<file path="config.mk">
export PLATFORM = sky130hd
export DESIGN_NAME = apb_arbiter
export DESIGN_NICKNAME = d
export VERILOG_FILES = /design/src/rtl/apb_arbiter_pkg.sv /design/src/rtl/apb_arbiter_rr_pick.sv /design/src/rtl/apb_arbiter.sv
export SDC_FILE = /design/constraint.sdc
export NUM_CORES = 1
export LEC_CHECK = 0
export ABC_CLOCK_PERIOD_IN_PS = 1210
export CAP_MARGIN = 10
export CORE_AREA = 2 2 88 90
export CTS_BUF_LIST = sky130_fd_sc_hd__clkbuf_4
export DETAILED_ROUTE_END_ITERATION = 8
export DIE_AREA = 0 0 90 92
export GPL_ROUTABILITY_DRIVEN = 1
export PLACE_DENSITY = 0.71
export SETUP_SLACK_MARGIN = 0.2
export SLEW_MARGIN = 10
export SYNTH_ARGS = -nofsm -noshare
export SYNTH_HDL_FRONTEND = slang
export SYNTH_HIERARCHICAL = 1
export SYNTH_SLANG_ARGS = --single-unit
</file>
<file path="constraint.sdc">
create_clock -name pclk -period 1.21 [get_ports pclk]
set_input_delay 0.121 -clock pclk [delete_from_list [all_inputs] [get_ports pclk]]
set_output_delay 0.121 -clock pclk [all_outputs]
set_load 0.02 [all_outputs]
</file>
<file path="src/rtl/apb_arbiter_pkg.sv">
// Shared types and constants for the two-master APB arbiter.
//   state_t     : arbiter FSM state encoding
//   NUM_MASTERS : number of APB requesters sharing the completer
//   PROT_W      : width of one pprot field
package apb_arbiter_pkg;

  localparam int unsigned NUM_MASTERS = 2;
  localparam int unsigned PROT_W      = 3;

  typedef enum logic [1:0] {
    IDLE   = 2'd0,
    SETUP  = 2'd1,
    ACCESS = 2'd2
  } state_t;

endpackage

</file>
<file path="src/rtl/apb_arbiter_rr_pick.sv">
// Combinational two-way round-robin picker.
//   req   : per-master request
//   last  : master served most recently
//   valid : at least one request present
//   sel   : chosen master (the one that was not served last on a tie)
module rr_pick
  import apb_arbiter_pkg::*;
(
  input  logic [NUM_MASTERS-1:0] req,
  input  logic                   last,
  output logic                   valid,
  output logic                   sel
);

  always_comb begin
    valid = |req;
    sel   = 1'b0;
    case (req)
      2'b01:   sel = 1'b0;
      2'b10:   sel = 1'b1;
      2'b11:   sel = ~last;
      default: sel = 1'b0;
    endcase
  end

endmodule

</file>
<file path="src/rtl/apb_arbiter.sv">
// Two-master to one-slave APB arbiter. Round-robin arbitration, replays the
// granted request to the slave with its own setup/access phases, and holds
// off the waiting master through its pready.
//   pclk, preset          : clock, synchronous active-high reset
//   m_p*                  : per-master APB requester ports (slice i = master i)
//   m_prdata              : slave read data broadcast to both masters
//   m_pready, m_pslverr   : per-master completion and error
//   s_p*                  : APB completer port
module apb_arbiter
  import apb_arbiter_pkg::*;
#(
  parameter  int unsigned AWIDTH = 10,
  parameter  int unsigned DSIZE  = 2,
  localparam int unsigned DBYTES = 1 << DSIZE,
  localparam int unsigned DWIDTH = DBYTES * 8
) (
  input  logic                            pclk,
  input  logic                            preset,
  input  logic [NUM_MASTERS-1:0]          m_psel,
  input  logic [NUM_MASTERS-1:0]          m_penable,
  input  logic [NUM_MASTERS*PROT_W-1:0]   m_pprot,
  input  logic [NUM_MASTERS-1:0]          m_pwrite,
  input  logic [NUM_MASTERS*AWIDTH-1:0]   m_paddr,
  input  logic [NUM_MASTERS*DBYTES-1:0]   m_pstrb,
  input  logic [NUM_MASTERS*DWIDTH-1:0]   m_pwdata,
  output logic [DWIDTH-1:0]               m_prdata,
  output logic [NUM_MASTERS-1:0]          m_pready,
  output logic [NUM_MASTERS-1:0]          m_pslverr,
  output logic                            s_psel,
  output logic                            s_penable,
  output logic [PROT_W-1:0]               s_pprot,
  output logic                            s_pwrite,
  output logic [AWIDTH-1:0]               s_paddr,
  output logic [DBYTES-1:0]               s_pstrb,
  output logic [DWIDTH-1:0]               s_pwdata,
  input  logic [DWIDTH-1:0]               s_prdata,
  input  logic                            s_pready,
  input  logic                            s_pslverr
);

  state_t state_q, state_d;
  logic   grant_q, grant_d;
  logic   last_q, last_d;
  logic   s_psel_q, s_psel_d;
  logic   s_penable_q, s_penable_d;

  logic   pick_valid;
  logic   pick_sel;
  logic   other_req;
  logic   done;

  // A request is psel in either phase, so penable carries no extra information.
  logic   unused_penable;
  assign unused_penable = ^m_penable;

  rr_pick u_rr_pick (
    .req   (m_psel),
    .last  (last_q),
    .valid (pick_valid),
    .sel   (pick_sel)
  );

  // Only the non-granted master can start a back-to-back turn; the completing
  // master's psel still belongs to the transfer that is finishing now.
  assign other_req = m_psel[~grant_q];
  assign done      = (state_q == ACCESS) & s_pready;

  // Next-state and next-output logic.
  always_comb begin
    state_d = state_q;
    grant_d = grant_q;
    last_d  = last_q;
    case (state_q)
      IDLE: begin
        if (pick_valid) begin
          grant_d = pick_sel;
          state_d = SETUP;
        end
      end
      SETUP: begin
        state_d = ACCESS;
      end
      ACCESS: begin
        if (s_pready) begin
          last_d = grant_q;
          if (other_req) begin
            grant_d = ~grant_q;
            state_d = SETUP;
          end else begin
            state_d = IDLE;
          end
        end
      end
      default: begin
        state_d = IDLE;
      end
    endcase
    s_psel_d    = (state_d != IDLE);
    s_penable_d = (state_d == ACCESS);
  end

  // State and registered slave handshake.
  always_ff @(posedge pclk) begin
    if (preset) begin
      state_q     <= IDLE;
      grant_q     <= 1'b0;
      last_q      <= 1'b1;
      s_psel_q    <= 1'b0;
      s_penable_q <= 1'b0;
    end else begin
      state_q     <= state_d;
      grant_q     <= grant_d;
      last_q      <= last_d;
      s_psel_q    <= s_psel_d;
      s_penable_q <= s_penable_d;
    end
  end

  assign s_psel    = s_psel_q;
  assign s_penable = s_penable_q;

  // Request fields come straight from the granted master, which holds them
  // stable until it sees pready.
  always_comb begin
    s_pprot  = grant_q ? m_pprot[2*PROT_W-1:PROT_W]   : m_pprot[PROT_W-1:0];
    s_pwrite = grant_q ? m_pwrite[1]                  : m_pwrite[0];
    s_paddr  = grant_q ? m_paddr[2*AWIDTH-1:AWIDTH]   : m_paddr[AWIDTH-1:0];
    s_pstrb  = grant_q ? m_pstrb[2*DBYTES-1:DBYTES]   : m_pstrb[DBYTES-1:0];
    s_pwdata = grant_q ? m_pwdata[2*DWIDTH-1:DWIDTH]  : m_pwdata[DWIDTH-1:0];
  end

  // Completion is steered to the granted master only.
  assign m_pready  = {grant_q & done, ~grant_q & done};
  assign m_pslverr = {grant_q & done & s_pslverr, ~grant_q & done & s_pslverr};
  assign m_prdata  = s_prdata;

endmodule

</file>
==> reports/qor.yml, run 1 <==
sta:
  tightest_slew_ps: 214
  layout_setup_ws_ps: -362
  fin_skew_ps: 7.39
  final_max_slew_viol_count: 0
  period_needed_ps: 1570
  finalCritPeriodShare_pct: 130
  maxSlewHeadroom_pct: 85.7
  setup-violations-final: 58
  rsz0062_at_grt: "yes"
  final_hold_viol_count: 0
  fmax_mhz: 636
  holdWs_ps: 242
pwr:
  power.density_mw_per_mm2: 721
  p_leak_nw: 1.33
  vdd_drop_max_uv: 466
routing:
  ant_nets: 0
  wl_mm: 5.37
  via_per_inst: 3.85
  dr.pass1.iters: 4
  drc_errors: 0
  first_iter_violations: 12
  wl_per_cell_um: 14.6
  route.vias.total: 1412
critical_path:
  critPathArrivalTime_ps: 1450
  ff2ff_path_depth: 7
  crit_type: "reg2out"
  rr_startpoint: "grant_q"
  path_cells: "buf_6, buf_12, buf_16, mux2_4, buf_6"
  end_kind: "output pin"
  critPathSlowestCell: "dfxtp_4"
  cp_max_fo: 6
  start_kind: "register"
  r2r-end: "s_psel"
  crit_top_cell: "buf_6"
  crit_required_ps: 1090
  slowest_delay_ps: 370
  reg2reg_slack_ps: -300
min_path:
  holdPathEnd: "m_prdata[18]"
  holdPathStages: 0
  min_path_type: "in2out"
  hp-start: "s_prdata[18]"
cts:
  cts.sinks: 6
  cts-root-buf: "clkbuf_4"
  clk_pin_slew_worst_paths_ps: 60
  postCtsHoldBufs: 0
  cts_buffers: 3
  cts_max_path_buffers: 2
  htree_levels: 1
  tritoncts: "yes"
  clk_latency_ps: 270
final_layout:
  drive_above_1_share_pct: 54.7
  fin_util_pct: 41.2
  stdcell_count: 367
  area_growth_pct: 169
  nNetsFinal: 406
  fin_area_mm2: 0.00307
  n_antenna_cell: 0
grt:
  first_global_vias: 1436
  grt_overflow_total: 0
  grt_max_degree: 16
  track_usage_pct: 11.6
  antenna_found_initial: 0
  grt_pass1_wl_mm: 7.66
run_status:
  status: "complete, but fails checks"
  failed_checks: "negative setup slack"
floorplan:
  core_area_mm2: 0.00745
  dieArea_mm2: 0.00828
  die_x_um: 90
  num_rows: 32
  ioPinCount: 228
  die_h_um: 92
  start_util_pct: 15.3
flow_run:
  drv_cap: 0
synthesis:
  synthDistinctLibCells: 22
  syn_avg_cell_area_um2: 9.76
  yosys_register_bits: 6
  ys_seq_area_share_pct: 10.5
  synth_area_mm2: 0.00114
  synthesis.instances: 117
  synth-warning-count: 6
  synth_nets: 257
placement:
  post_dp_cell_area_mm2: 0.00286
  gp_congestion: 0.773
  port-buffer-count: 161
  dp_cells: 352
  preCtsSetupSlack_ps: -495
  hpwl_mm: 4.14
-- logic make-up (layout without fill, tap and decap cells) --
| kind of cell | Yosys count | count (layout) | synth area share, % |
|---|---|---|---|
| AND/OR/NAND/NOR | 13 | 13 | 8.98 |
| buffers and inverters | 38 | 186 | 24.5 |
| multiplexers | 52 | 52 | 51.0 |
| AO/OA/AOI/OAI | 8 | 8 | 4.93 |
| flip-flops | 6 | 6 | 10.5 |
-- state kept, by name (all words and copies together), names as in the netlist --
signal,count
s_psel,1
s_penable,1
grant_q,1
last_q,1
state_q,2
-- synth_stat cells, drive strengths merged --
cell type,count,area (µm²)
o21bai,1,11.3
buf,38,280
a21boi,1,7.51
a211o,1,8.76
mux2i,2,20.0
or2,2,12.5
nand2b,2,12.5
a21oi,4,23.8
and3,1,6.26
nor2,1,3.75
nand3b,1,20.0
nor3b,2,15.0
and4,1,8.76
mux2,50,563
o21ai,1,5.00
dfxtp,6,120
nor2b,2,15.0
and2,1,8.76
-- area by class of cell --
cell class,instances,area (µm²)
fill,757,4380
timing repair buffer,182,1850
multi-input combinational,73,936
sequential,6,129
tap,102,128
clock buffer,4,30.0
-- per-stage QoR --
step	power, mW	TNS, ps
after floorplan	1.19	0
after global placement	1.80	-19930
after detailed placement	1.81	-20360
after CTS	2.13	-15390
after global routing	2.32	-17220
final	2.21	-14910
-- worst max-delay path: cells and delay by family, from the launching register on --
family	cells	cell delay (ps)
buffers and inverters	4	500
flip-flops	1	370
multiplexers	1	300
-- where the power goes --
group	internal, mW	switching, mW	leakage, nW	total (mW)
clock network	0.149	0.0982	0.0184	0.247
logic	1.07	0.648	1.26	1.72
registers	0.222	0.0247	0.0512	0.247
total	1.44	0.771	1.33	2.21
-- cells in the final DEF, fill, tap and decap left out, types with 2 or more instances in the layout --
master	netlist	layout
clkdlybuf4s50_1	0	105
mux2_4	0	41
buf_6	0	38
buf_2	2	21
mux2_2	33	9
buf_4	36	8
clkbuf_4	0	4
buf_12	0	4
buf_16	0	3
dfxtp_1	6	3
a21oi_2	1	2
a21oi_1	3	2
or2_1	2	2
dfxtp_4	0	2
-- worst max-delay path by stage --
stage,start,to,slack [ps],cells past startpoint
finish,grant_q,s_paddr[8],-360,5
global route,grant_q,s_pstrb[0],-400,5
CTS,grant_q,s_paddr[8],-370,5
detailed placement,s_pready,m_pslverr[0],-500,4
global placement,s_pready,m_pslverr[0],-490,4
floorplan,grant_q,s_paddr[7],120,3
-- metal layers --
metal,track usage (%),routed length [µm],vias up
li1,-,-,681
met1,13.4,2110,639
met2,20.8,2760,85
met3,3.86,444,7
met4,2.31,48,0
met5,0,0,-
-- repair_timing --
item | CTS | global route
gates cloned | 3 | 1
setup buffers | 5 | 2
gates resized for setup | 270 | 35
setup endpoints to repair | 61 | 60
pin swaps | 2 | 2
No activity file was read; power rests on OpenSTA's default activity.
==> inputs of run 2 (changes only) <==
Settings changed: SLEW_MARGIN 10 to unset.
==> results of run 2 <==
Final layout, timing and power as in run 1 (identical DEF).
